<file path="src/rtl/pixel_burst_ctrl.sv">
// SRAM pixel burst controller: reads RGB pixels into a grayscale buffer, then writes buffered pixels back.
// Define PIXEL_BURST_GRAY_EN for the R+G+B adder-tree conversion; otherwise the green channel is stored.
module pixel_burst_ctrl #(
    parameter int ADDR_BITS = 16,
    parameter int MAX_PIX   = 20,
    parameter int CNT_BITS  = 5,
    parameter int SRAM_WAIT = 5
) (
    input  logic                      clk,
    input  logic                      n_rst,
    input  logic                      start,
    input  logic [ADDR_BITS-1:0]      rd_base,
    input  logic [ADDR_BITS-1:0]      wr_base,
    input  logic [CNT_BITS-1:0]       num_rd,
    input  logic [CNT_BITS-1:0]       num_wr,
    input  logic [MAX_PIX-1:0][7:0]   wr_pix,
    output logic [MAX_PIX-1:0][7:0]   rd_pix,
    output logic                      busy,
    output logic                      done,
    output logic                      err,
    output logic [ADDR_BITS-1:0]      address,
    output logic [23:0]               w_data,
    input  logic [23:0]               r_data,
    output logic                      read_enable,
    output logic                      write_enable
);

    localparam int WAIT_BITS = (SRAM_WAIT > 1) ? $clog2(SRAM_WAIT) : 1;
    localparam logic [WAIT_BITS-1:0] WAIT_LAST = WAIT_BITS'(SRAM_WAIT - 1);
    localparam logic [CNT_BITS-1:0]  CNT_MAX   = CNT_BITS'(MAX_PIX);
    localparam logic [CNT_BITS-1:0]  CNT_ONE   = CNT_BITS'(1);
    localparam logic [ADDR_BITS-1:0] ADDR_ONE  = ADDR_BITS'(1);

    typedef enum logic [1:0] {
        IDLE  = 2'd0,
        READ  = 2'd1,
        WRITE = 2'd2,
        DONE  = 2'd3
    } state_t;

    state_t                state;
    logic [CNT_BITS-1:0]   idx;
    logic [CNT_BITS-1:0]   idx_inc;
    logic [WAIT_BITS-1:0]  wcnt;
    logic                  wait_last;
    logic [ADDR_BITS-1:0]  wr_base_q;
    logic [CNT_BITS-1:0]   num_rd_q;
    logic [CNT_BITS-1:0]   num_wr_q;
    logic                  req_bad;

    logic                  vld_p0;
    logic [7:0]            gray_p0;

`ifdef PIXEL_BURST_GRAY_EN
    // gray ~= 0.33*(R+G+B), approximated by the shift series 1/4+1/16+1/64+1/256
    function automatic logic [7:0] to_gray(input logic [23:0] px);
        logic [9:0] sum;
        sum = 10'(px[23:16]) + 10'(px[15:8]) + 10'(px[7:0]);
        return 8'((sum >> 2) + (sum >> 4) + (sum >> 6) + (sum >> 8));
    endfunction

    assign gray_p0 = to_gray(r_data);
`else
    logic unused_chan;
    assign gray_p0     = r_data[15:8];
    assign unused_chan = ^{r_data[23:16], r_data[7:0]};
`endif

    assign idx_inc   = idx + CNT_ONE;
    assign wait_last = (wcnt == WAIT_LAST);
    assign req_bad   = (num_rd > CNT_MAX) || (num_wr > CNT_MAX);

    // ---- stage p0: SRAM read data sampled on the last wait cycle of an access ----
    assign vld_p0 = (state == READ) && wait_last;

    always_ff @(posedge clk or negedge n_rst) begin
        if (!n_rst) begin
            state        <= IDLE;
            idx          <= '0;
            wcnt         <= '0;
            wr_base_q    <= '0;
            num_rd_q     <= '0;
            num_wr_q     <= '0;
            rd_pix       <= '0;
            address      <= '0;
            w_data       <= '0;
            read_enable  <= 1'b0;
            write_enable <= 1'b0;
            busy         <= 1'b0;
            done         <= 1'b0;
            err          <= 1'b0;
        end else begin
            case (state)
                IDLE: begin
                    if (start) begin
                        wr_base_q <= wr_base;
                        num_rd_q  <= num_rd;
                        num_wr_q  <= num_wr;
                        idx       <= '0;
                        wcnt      <= '0;
                        if (req_bad) begin
                            err   <= 1'b1;
                            done  <= 1'b1;
                            state <= DONE;
                        end else begin
                            err <= 1'b0;
                            if (num_rd != '0) begin
                                address     <= rd_base;
                                read_enable <= 1'b1;
                                busy        <= 1'b1;
                                state       <= READ;
                            end else if (num_wr != '0) begin
                                address      <= wr_base;
                                w_data       <= {3{wr_pix[0]}};
                                write_enable <= 1'b1;
                                busy         <= 1'b1;
                                state        <= WRITE;
                            end else begin
                                done  <= 1'b1;
                                state <= DONE;
                            end
                        end
                    end
                end

                READ: begin
                    if (vld_p0) begin
                        wcnt        <= '0;
                        rd_pix[idx] <= gray_p0;
                        if (idx_inc == num_rd_q) begin
                            idx         <= '0;
                            read_enable <= 1'b0;
                            if (num_wr_q != '0) begin
                                address      <= wr_base_q;
                                w_data       <= {3{wr_pix[0]}};
                                write_enable <= 1'b1;
                                state        <= WRITE;
                            end else begin
                                busy  <= 1'b0;
                                done  <= 1'b1;
                                state <= DONE;
                            end
                        end else begin
                            idx     <= idx_inc;
                            address <= address + ADDR_ONE;
                        end
                    end else begin
                        wcnt <= wcnt + WAIT_BITS'(1);
                    end
                end

                WRITE: begin
                    if (wait_last) begin
                        wcnt <= '0;
                        if (idx_inc == num_wr_q) begin
                            idx          <= '0;
                            write_enable <= 1'b0;
                            busy         <= 1'b0;
                            done         <= 1'b1;
                            state        <= DONE;
                        end else begin
                            idx     <= idx_inc;
                            address <= address + ADDR_ONE;
                            w_data  <= {3{wr_pix[idx_inc]}};
                        end
                    end else begin
                        wcnt <= wcnt + WAIT_BITS'(1);
                    end
                end

                DONE: begin
                    done  <= 1'b0;
                    state <= IDLE;
                end

                default: begin
                    state <= IDLE;
                end
            endcase
        end
    end

endmodule

</file>
<file path="config.mk">
export PLATFORM = sky130hd
export DESIGN_NAME = pixel_burst_ctrl
export DESIGN_NICKNAME = d
export VERILOG_FILES = /design/src/rtl/pixel_burst_ctrl.sv
export SDC_FILE = /design/constraint.sdc
export NUM_CORES = 1
export LEC_CHECK = 0
export CORE_AREA = 2 2 218 220
export CTS_CLUSTER_DIAMETER = 150
export DETAILED_ROUTE_END_ITERATION = 12
export DIE_AREA = 0 0 220 222
export PLACE_DENSITY_LB_ADDON = 0.08
export REMOVE_ABC_BUFFERS = 1
export SYNTH_ARGS = -nofsm -noshare
export SYNTH_HDL_FRONTEND = slang
export SYNTH_SLANG_ARGS = --single-unit
</file>
<file path="constraint.sdc">
create_clock -name clk -period 3.9 [get_ports clk]
set_clock_uncertainty 0.15 [all_clocks]
set_input_delay 0.39 -clock clk [delete_from_list [all_inputs] [get_ports clk]]
set_output_delay 0.39 -clock clk [all_outputs]
set_load 0.02 [all_outputs]
</file>
# Yosys cells after proc, flatten, opt, wreduce, memory -nomap -nowiden
# Cells that the tools add are included.
[totals]
mem_count = 0
latch_bits = 0
ramBits = 0
wordCells = 162
output_inout_bits = 205
rom_bits = 0
ff_bits = 241
in_bits = 229
[op_classes]
div = 0
muxes = 79
n_addsub = 3
multipliers = 0
magnitude_cmp = 5
n_bitwise = 0
reduce_logical = 20
n_shift = 0
eq_ne = 22
[ops]
columns = ["op", "count"]
rows = [
  ["24-bit two-way mux", 9],
  ["160-bit bitwise mux", 1],
  ["16-bit two-way mux", 9],
  ["24-bit one-hot mux with 3 select lines", 1],
  ["16-bit one-hot mux with 3 select lines", 1],
  ["8-bit binary-select mux with 5-bit select", 1],
  ["8-bit demux with 5-bit select", 1],
  ["1-bit two-way mux", 32],
  ["5-bit two-way mux", 5],
  ["2-bit inequality test (second input constant)", 10],
  ["10-bit AND reduction", 2],
  ["16-bit by 1-bit adder with 16-bit output (second input constant)", 1],
  ["8-bit two-way mux", 2],
  ["8-bit AND reduction", 2],
  ["5-bit one-hot mux with 3 select lines", 1],
  ["5-bit nonzero test", 3],
  ["2-bit two-way mux", 7],
  ["5-bit by 6-bit less-than comparator with 1-bit output (second input constant)", 2],
  ["5-bit equality test", 2],
  ["5-bit greater-than comparator (second input constant)", 2],
  ["3-bit two-way mux", 3],
  ["3-bit inequality test (second input constant)", 3],
  ["3-bit one-hot mux with 3 select lines", 1],
  ["9-bit AND reduction", 1],
  ["other kinds (21)", 27],
]

# Longest topological paths before layout
# Gate-level depths: netlist of run 1.
[logic_depth]
ltp_word = 6
ltp_mapped = 14
mapped_depth_nobuf = 8

# Least setup slack after synthesis of run 1
# OpenSTA, ideal clock, no wires.
[synth_path]
path_kind = "reg2reg"
start = "reg idx[0]"
end = "reg w_data[15]"
setup_time_ns = 0.128
setup_slack_ns = 0.613
t_arrival_ns = 3.009
stages_incl_launch_ff = 12
cell_sequence = "dfrtp_1 buf_4 buf_4 inv_1 ha_1 clkbuf_1 clkbuf_1 mux4_2 mux4_2 a22oi_1 o21ai_0 mux2_1"
[synth_between]
elab_chain_cells = 6
elab_cells_between_ends = 11
classes_between = "add/sub (1); eq/ne (4); mux (5); reduce/logical (1)"
[synth_lines]
columns = ["element", "line_no", "source"]
rows = [
  ["start, declared", "42", "logic [CNT_BITS-1:0] idx;"],
  ["start signal, assigned", "144", "idx <= idx_inc;"],
  ["start signal, assigned", "162", "idx <= idx_inc;"],
  ["5-bit by 1-bit adder with 5-bit output (*)", "69", "assign idx_inc = idx + CNT_ONE;"],
  ["8-bit binary-select mux with 5-bit select", "164", "w_data <= {3{wr_pix[idx_inc]}};"],
  ["8-bit two-way mux (implied by the code)", "164", ""],
  ["24-bit two-way mux", "155", "if (idx_inc == num_wr_q) begin"],
  ["24-bit two-way mux", "153", "if (wait_last) begin"],
  ["24-bit one-hot mux with 3 select lines", "93", "case (state)"],
  ["end signal, assigned", "114", "w_data <= {3{wr_pix[0]}};"],
  ["end signal, assigned", "135", "w_data <= {3{wr_pix[0]}};"],
  ["end signal, assigned", "164", ""],
  ["end, declared", "22", "output logic [23:0] w_data,"],
]
# Mark *: on every way between the ends. The rest lies on a longest branch, timed or not. The select of a mux whose other input is x is not followed.
# A chain may end at the register's enable or synchronous reset.

# Worst setup path after layout of run 1
[layout_path]
start = "reg idx[1]"
end = "reg w_data[19]"
# The elaborated chain is that of the path after synthesis.

==> impl_metrics.py, run 1 <==
metrics = {
    "finish": {
        "final_cell_area_sq_um": 17330,
        "fin_cells": 1907,
        "drive_gt1_share_pct": 26.08,
        "nNetsFinal": 1519,
        "area_delta_synth_final_pct": 50.71,
        "antennaDiodeCount": 0,
        "multi_input_area_sq_um": 5393,
        "seqCellArea_sq_um": 5632,
        "fillers": 4532,
    },
    "timing": {
        "rsz0062_at_grt": "false",
        "worstMarginPinSlew_ns": 1.198,
        "fin_tns_setup_ns": 0,
        "fmax_mhz": 314.9,
        "setup_viol": 0,
        "max-slew-margin-rel_pct": 19.85,
        "hold_violations": 0,
        "post-route-min-period_ns": 3.176,
        "drv_slew": 0,
        "fin_crit_sh_pct": 81.43,
    },
    "clocking": {
        "clockRootBuffer": "clkbuf_16",
        "clockBufferDepth": 3,
        "clk_pin_slew_ns": 0.06,
        "htree_num_levels": 1,
        "numCtsBuffers": 29,
        "clock_sinks": 225,
        "cts_tree": "yes",
        "clock_latency_ns": 0.57,
    },
    "placement": {
        "numPortBuffers": 417,
        "place_area_sq_um": 16360,
        "gp_congestion": 0.7813,
        "dp_hpwl_um": 31520,
        "dpl.cell_count": 1853,
    },
    "synthesis": {
        "synth_cell_types": 61,
        "netlist_area_sq_um": 11500,
        "synthCells": 863,
        "synth-edff-count": 0,
        "ys.flop_type": "dfrtp_1",
        "syn_area_per_cell_sq_um": 13.33,
        "yosysWarnings": 0,
        "ys_seq_area_share_pct": 48.96,
        "synth.area.top_cells": "dfrtp_1, mux2_2, mux4_2",
        "synth-seq-cells": 225,
        "synth_top_area_share_pct": 48.96,
        "synth_commonest_cells": "dfrtp_1, mux2_2, mux4_2",
        "synth_top_area_cell": "dfrtp_1",
        "ys_async_sr_fraction_pct": 100.0,
        "synth_most_common_cell": "dfrtp_1",
    },
    "route": {
        "drt_pass1_iterations": 6,
        "antenna_left": 0,
        "wire_per_inst_um": 22.52,
        "vias_per_cell": 4.695,
        "drc": 0,
        "first_iter_violations": 413,
        "vias": 8954,
        "wirelength_um": 42940,
    },
    "die": {
        "num_io_pins": 434,
        "start_util_pct": 24.86,
        "core_sq_um": 46260,
        "die_x_um": 220,
        "dieArea_sq_um": 48840,
        "rows": 79,
        "die-height_um": 222,
    },
    "power": {
        "power_leakage_nw": 7.334,
        "power_density_nw_per_um2": 564.7,
        "max-vdd-ir-drop_uv": 270.7,
    },
    "global_routing": {
        "antenna_found_initial": 2,
        "grt_usage_pct": 17.34,
        "grt_pass1_wl_um": 63390,
        "grt_pass1_vias": 9704,
        "grt_overflow": 0,
        "grt_max_degree": 95,
    },
    "setup_path": {
        "cp_max_fo": 10,
        "critPathLaunchType": "flip-flop",
        "critical-path-top-delay-family": "simple AND/OR/NAND/NOR gates",
        "crit_required_ns": 4.20,
        "worstSetupPathType": "reg2reg",
        "worstPathCellList": "ha_1, and3_1, xnor3_1, and4_1, o2111ai_1, nor2b_1, buf_4, mux2_2",
        "arrival_ns": 3.47,
        "slowest_delay_ns": 0.48,
        "endpoint_kind": "flip-flop",
        "cp_slowest_cell": "ha_1",
        "worst-path-buf-inv": 1,
    },
    "flow_run": {
        "drv_cap": 0,
    },
    "worst_hold_path": {
        "hold_path_class": "in2async",
    },
    "status": {
        "status": "complete, no violations",
    },
}
metal layers:
metal	vias up	track usage (%)	wire length, um
li1	4064	-	-
met1	4557	21.29	17410
met2	300	30.76	22020
met3	33	4.472	3014
met4	0	2.858	497
met5	-	0	0
stage by stage:
stage	worst slack, ns	utilization [%]	hold WS, ns	total power, W
floorplan	-1.470	-	-0.05559	0.005478
global placement	0.5409	35.36	0.3396	0.007160
detailed placement	0.5331	35.36	0.3447	0.007175
CTS	0.6748	37.47	0.2944	0.009962
global route	0.4688	37.47	0.3120	0.01039
finish	0.7241	37.47	0.3017	0.009787
worst reg2reg max path, stage by stage (launching register included):
cell and delay (ns):
dfrtp_1 0.41, ha_1 0.48, and3_1 0.34, xnor3_1 0.20, and4_1 0.47, o2111ai_1 0.26, nor2b_1 0.19, buf_4 0.21
mux2_2 0.35
path summary, 6_finish.rpt:
check,startpoint,to,slack (ns),cells after the start
setup / recovery,idx[1],w_data[19],0.72,8
hold / removal,n_rst,write_enable,0.30,2
setup reg to reg,idx[1],w_data[19],0.72,8
hold reg to reg,rd_pix[20],rd_pix[20],0.35,1
max in group asynchronous,n_rst,rd_pix[139],2.37,3
min in group clk,wr_base[2],wr_base_q[2],0.33,2
power breakdown:
| part | leakage [nW] | switching, W | internal, W |
|---|---|---|---|
| sequential | 3.02 | 0.000357 | 0.00267 |
| combinational | 3.85 | 0.00208 | 0.00197 |
| clock | 0.466 | 0.00109 | 0.00162 |
| total | 7.33 | 0.00353 | 0.00626 |
cell usage in the layout (no fill, tap or decap), types with 4 or more instances in the layout:
master / Yosys / final
o21ai_0: 21 / 21
nand3_1: 23 / 23
mux4_2: 44 / 44
clkinvlp_4: 0 / 4
a211o_1: 4 / 4
ha_1: 12 / 11
a21oi_1: 6 / 6
nand4_1: 10 / 10
a31oi_1: 8 / 8
clkdlybuf4s50_1: 0 / 416
o2111ai_1: 10 / 10
clkbuf_8: 0 / 6
mux2_2: 199 / 199
dfrtp_1: 225 / 224
clkbuf_1: 37 / 6
o311ai_0: 7 / 7
clkinv_2: 0 / 5
a22oi_1: 9 / 9
and3_1: 6 / 6
a32o_1: 15 / 15
inv_1: 27 / 27
mux4_1: 4 / 4
nor2_1: 35 / 35
buf_4: 19 / 33
a22o_1: 5 / 5
o41ai_1: 4 / 4
mux2i_1: 16 / 16
xnor2_1: 7 / 5
nand2_1: 39 / 39
clkbuf_16: 0 / 29
area by class of cell:
| type | count | share of cell area, % |
|---|---|---|
| clock buffers | 41 | 4.794 |
| multi-input cells | 541 | 31.11 |
| inverters | 28 | 0.6064 |
| clock inverters | 12 | 0.7797 |
| well taps | 607 | 4.382 |
| flip-flops and latches | 225 | 32.49 |
| repair buffers | 453 | 25.83 |
flip-flops by register name (all words and copies together) (netlist names), 2 cells and up:
name / count
wr_base_q: 16
wcnt: 3
rd_pix: 160
num_wr_q: 5
num_rd_q: 5
idx: 5
address: 16
state: 2
w_data: 8
repair_timing:
item,in CTS,in global routing
endpoints found under the hold margin,92,0
setup buffers,0,0
setup endpoints to repair,0,0
hold buffers,1,0
gates resized for setup,0,0
kinds of logic after synthesis:
kind of cell | after synthesis | synth area share, %
AO/OA/AOI/OAI | 113 | 7.496
XOR/XNOR | 13 | 1.480
adder cells (fa/ha/maj) | 12 | 1.306
buffers and inverters | 97 | 4.341
flip-flops | 225 | 48.96
multiplexers | 264 | 30.51
AND/OR/NAND/NOR | 139 | 5.908
Power figures use the tool's default switching activity.
==> run 2, diff against run 1 <==
==> constraint.sdc (replaced) <==
create_clock -name clk -period 2.9 [get_ports clk]
set_clock_uncertainty 0.15 [all_clocks]
set_input_delay 0.29 -clock clk [delete_from_list [all_inputs] [get_ports clk]]
set_output_delay 0.29 -clock clk [all_outputs]
set_load 0.02 [all_outputs]
==> run 2 against run 1 <==
Net effect: highest routed layer unchanged; flip-flop and latch count stayed put; global-route usage increased by 0.19 points; clock-buffer cell count decreased by 5; total power rose by 40%; design area grew 2.6%; via count up 1.9%; critical path depth stayed put; worst hold slack worse by 0.14 ns; clock power up 45%; cell count rose by 2.1%; utilization is 0.97 points higher.
==> impl_metrics.py, run 2 (synthesized netlist as in run 1, its figures left out) <==
metrics = {
    "timing": {
        "post-route-min-period_ns": 2.750,
        "fmax_mhz": 363.7,
        "setup_viol": 0,
        "fin_crit_sh_pct": 94.82,
        "drv_slew": 0,
        "worstMarginPinSlew_ns": 0.9122,
        "hold_ws_ns": 0.1583,
        "max-slew-margin-rel_pct": 38.96,
        "hold_violations": 0,
        "rsz0062_at_grt": "true",
        "fin_ws_ns": 0.1502,
    },
    "die": {
        "num_io_pins": 434,
        "die_x_um": 220,
        "die-height_um": 222,
        "start_util_pct": 24.86,
        "dieArea_sq_um": 48840,
        "core_sq_um": 46260,
        "rows": 79,
    },
    "clocking": {
        "numCtsBuffers": 29,
        "post-cts-setup-buffers": 0,
        "clock_latency_ns": 0.56,
        "clockBufferDepth": 3,
        "cts_tree": "yes",
        "clockRootBuffer": "clkbuf_16",
        "clk_pin_slew_ns": 0.06,
        "htree_num_levels": 1,
        "clock_sinks": 225,
    },
    "route": {
        "drt_pass1_iterations": 6,
        "antenna_left": 0,
        "first_iter_violations": 494,
        "vias": 9121,
        "drc": 0,
        "vias_per_cell": 4.682,
        "wire_per_inst_um": 21.91,
        "wirelength_um": 42670,
    },
    "placement": {
        "numPortBuffers": 417,
        "place_ws_ns": -0.1699,
        "gp_congestion": 0.7766,
        "dp_hpwl_um": 31940,
    },
    "finish": {
        "fin_util_pct": 38.43,
        "top_register": "rd_pix",
        "largestRegisters": "rd_pix (160), address (16), wr_base_q (16)",
        "layout_commonest_cell": "clkdlybuf4s50_1",
        "nNetsFinal": 1559,
        "largest_register_ffs": 160,
        "drive_gt1_share_pct": 28.53,
        "final_cell_mix": "clkdlybuf4s50_1, dfrtp_1, mux2_2",
        "area_delta_synth_final_pct": 54.60,
    },
    "global_routing": {
        "antenna_found_initial": 1,
        "grt_overflow": 0,
        "grt_pass1_vias": 10000,
        "grt_usage_pct": 17.52,
        "grt_pass1_wl_um": 64440,
        "grt_max_degree": 78,
    },
    "power": {
        "max-vdd-ir-drop_uv": 497.9,
        "power_leakage_nw": 7.585,
        "power_density_nw_per_um2": 770.9,
    },
    "setup_path": {
        "endpoint_kind": "flip-flop",
        "critPathLaunchType": "flip-flop",
        "worstSetupPathType": "reg2reg",
        "crit_required_ns": 3.19,
        "arrival_ns": 3.04,
        "cp_max_fo": 8,
    },
    "status": {
        "status": "complete, no violations",
    },
    "worst_hold_path": {
        "hold_path_class": "in2async",
    },
    "flow_run": {
        "drv_cap": 0,
    },
}
-- run 2: cell count changes in the layout (fill, tap and decap cells not counted), moves of 2 or more --
cell | before | now
buf_4 | 33 | 68
buf_12 | 2 | 6
bufinv_16 | 2 | 6
clkbuf_1 | 6 | 3
clkbuf_8 | 6 | 4
clkinvlp_4 | 4 | 2
diode_2 | 0 | 2
inv_6 | 0 | 2
-- run 2: critical path, stage by stage, from the launching register on --
cell and delay, ns:
dfrtp_2 0.44, ha_1 0.30, xor3_1 0.39, nor3_2 0.17
inv_1 0.07, or3_1 0.43, nor2b_1 0.17, buf_4 0.19
mux2_1 0.32
-- run 2: final timing paths --
kind,start,endpoint,slack [ns],depth (start not counted)
setup / recovery,idx[0],w_data[15],0.15,8
hold / removal,n_rst,w_data[19],0.16,2
setup reg to reg,idx[0],w_data[15],0.15,8
hold reg to reg,rd_pix[96],rd_pix[96],0.35,1
max in group asynchronous,n_rst,wr_base_q[3],1.63,3
min in group clk,wr_base[12],wr_base_q[12],0.24,2
-- run 2: repair_timing --
action                     in CTS  in global routing
setup endpoints to repair       0                  9
hold buffers                    1                  0
hold endpoints to repair       71                  0
gates resized for setup         0                  3
-- run 2: power by group --
group | internal, W | switching, W
clock network | 0.00246 | 0.00145
registers | 0.00359 | 0.000488
logic | 0.00289 | 0.00282
-- run 2: layout make-up --
| type | instances | area (sq um) |
|---|---|---|
| multi-input combinational | 541 | 5408 |
| inverter | 28 | 105.1 |
| tap | 607 | 759.5 |
| antenna | 2 | 5.005 |
| sequential | 225 | 5632 |
| fill | 4534 | 28480 |
| clock inverter | 16 | 246.5 |
| timing repair buffer | 493 | 4831 |
| clock buffer | 36 | 792.0 |
-- run 2: stage by stage --
step	total power (W)	TNS, ns	area, sq um	std cells
after floorplan	0.007367	-140.29	11110	794
after global placement	0.009869	-1.418	16710	1893
after detailed placement	0.009885	-1.274	16710	1893
after CTS	0.01391	0	17750	1946
after global routing	0.01457	-0.008283	17780	1947
final	0.01370	0	17780	1948
-- run 2: layer usage --
layer / wire, um / GRT usage [%] / vias up
met5: 0 / 0 / -
met4: 915 / 3.940 / 0
met3: 2887 / 4.527 / 41
met2: 21720 / 31.10 / 299
met1: 17150 / 21.08 / 4620
li1: - / - / 4161
==> run 3, diff against run 2 <==
--- a/config.mk
+++ b/config.mk
@@ -5,10 +5,10 @@
 export SDC_FILE = /design/constraint.sdc
 export NUM_CORES = 1
 export LEC_CHECK = 0
-export CORE_AREA = 2 2 218 220
+export CORE_AREA = 2 2 171 173
 export CTS_CLUSTER_DIAMETER = 150
 export DETAILED_ROUTE_END_ITERATION = 12
-export DIE_AREA = 0 0 220 222
+export DIE_AREA = 0 0 173 175
 export PLACE_DENSITY_LB_ADDON = 0.08
 export REMOVE_ABC_BUFFERS = 1
 export SYNTH_ARGS = -nofsm -noshare
==> run 3 against run 2 <==
Net effect: die area down 38%; first-iteration DRC count rose by 32%; critical path type unchanged; register-to-register slack lost 0.04 ns; via count increased by 0.65%; sequential power is essentially flat; cell count decreased by 12%.
==> impl_metrics.py, run 3 (synthesized netlist as in run 1, its figures left out) <==
metrics = {
    "timing": {
        "fin_ws_ns": 0.1059,
        "rsz0062_at_grt": "false",
        "max-slew-margin-rel_pct": 41.34,
        "setup_viol": 0,
        "fin_crit_sh_pct": 96.35,
        "drv_slew": 0,
        "fmax_mhz": 357.9,
        "hold_violations": 0,
        "post-route-min-period_ns": 2.794,
        "worstMarginPinSlew_ns": 0.8772,
    },
    "status": {
        "status": "complete, no violations",
    },
    "route": {
        "first_iter_violations": 652,
        "drc": 0,
        "vias_per_cell": 5.340,
        "vias": 9180,
        "drt_pass1_iterations": 4,
        "antenna_left": 0,
        "wirelength_um": 37390,
        "wire_per_inst_um": 21.75,
    },
    "finish": {
        "multi_input_area_sq_um": 5400,
        "final_cell_area_sq_um": 17400,
        "nNetsFinal": 1557,
        "antennaDiodeCount": 0,
        "fillers": 2331,
        "seqCellArea_sq_um": 5634,
        "top_register": "rd_pix",
        "area_delta_synth_final_pct": 51.31,
        "final_cell_mix": "clkdlybuf4s50_1, dfrtp_1, mux2_2",
        "layout_commonest_cell": "clkdlybuf4s50_1",
        "drive_gt1_share_pct": 28.09,
        "largestRegisters": "rd_pix (160), address (16), wr_base_q (16)",
        "largest_register_ffs": 160,
    },
    "power": {
        "power_leakage_nw": 7.532,
        "max-vdd-ir-drop_uv": 498.6,
        "fin_total_pwr_w": 0.01336,
        "power_density_nw_per_um2": 767.7,
    },
    "setup_path": {
        "arrival_ns": 3.12,
        "endpoint_kind": "flip-flop",
        "worstSetupPathType": "reg2reg",
        "worst-r2r-cell-count": 9,
        "cp_max_fo": 29,
        "critPathLaunchType": "flip-flop",
        "crit_required_ns": 3.22,
    },
    "global_routing": {
        "grt_pass1_vias": 9562,
        "grt_max_degree": 100,
        "antenna_found_initial": 0,
        "grt_usage_pct": 24.23,
        "grt_pass1_wl_um": 57530,
        "grt_overflow": 0,
    },
    "clocking": {
        "clock_latency_ns": 0.53,
        "clockRootBuffer": "clkbuf_16",
        "cts_tree": "yes",
        "clockBufferDepth": 3,
        "htree_num_levels": 1,
        "clk_pin_slew_ns": 0.06,
        "numCtsBuffers": 27,
        "clock_sinks": 225,
    },
    "worst_hold_path": {
        "hold_path_class": "in2async",
    },
    "placement": {
        "numPortBuffers": 417,
        "gp_congestion": 0.8449,
        "dp_hpwl_um": 27930,
        "place_ws_ns": -0.01943,
        "place_area_sq_um": 16420,
    },
    "die": {
        "num_io_pins": 434,
        "start_util_pct": 40.50,
        "dieArea_sq_um": 30280,
        "core_sq_um": 28390,
        "rows": 62,
        "die_x_um": 173,
        "die-height_um": 175,
    },
    "flow_run": {
        "drv_cap": 0,
    },
}
-- run 3: cell count changes in the layout (fill, tap and decap cells not counted), sizes merged --
cell	delta
bufinv	-3
clkinv	-3
diode	-2
clkbuf	+1
clkinvlp	+1
-- run 3: stage by stage --
step	utilization, %	hold slack [ns]	instances	setup TNS [ns]
finish	61.29	0.1069	1719	0
global route	61.29	0.1457	1719	0
CTS	61.15	0.1235	1719	0
detailed placement	57.84	0.08611	1670	-0.1014
global placement	57.84	0.08827	1670	-0.1936
floorplan	-	-0.1556	794	-140.29
-- run 3: layer usage --
metal  part of all wire, %  up-vias  global-route usage [%]
li1                      -     4133                       -
met3                   6.1       35                   4.156
met5                     0        -                       0
met2                    52      349                   43.50
met4                   1.7        0                   4.944
met1                    40     4663                   30.83
-- run 3: final timing paths --
path	from	endpoint	slack (ns)
max	idx[0]	address[10]	0.11
min	n_rst	wr_base_q[13]	0.11
max reg2reg	idx[0]	address[10]	0.11
min reg2reg	rd_pix[46]	rd_pix[46]	0.35
max in group asynchronous	n_rst	rd_pix[94]	1.60
min in group clk	wr_base[14]	wr_base_q[14]	0.25
-- run 3: where the power goes --
group / total (W) / internal (W) / switching, W
registers: 0.00406 / 0.00359 / 0.000463
logic: 0.00583 / 0.00300 / 0.00282
clock network: 0.00348 / 0.00212 / 0.00136
total: 0.0134 / 0.00872 / 0.00464
-- run 3: what timing repair did --
action	in CTS	in global routing
setup buffers	0	0
endpoints found under the hold margin	124	0
hold buffers	1	0
gates resized for setup	1	11
setup endpoints to repair	1	24
-- run 3: final cells by class --
| class | count | share of cell area [%] |
|---|---|---|
| multi-input combinational | 541 | 31.03 |
| timing repair buffer | 493 | 27.90 |
| clock buffer | 37 | 4.386 |
| tap | 384 | 2.761 |
| sequential | 225 | 32.38 |
| inverter | 28 | 0.6040 |
| clock inverter | 11 | 0.9348 |
-- run 3: worst max-delay path: stages, from the launching register on --
cell      delay (ns)
dfrtp_4         0.49
buf_4           0.17
ha_2            0.21
buf_4           0.16
xnor3_1         0.36
and2_1          0.17
a41o_1          0.26
buf_12          0.17
o311ai_0        0.36
a32o_1          0.22
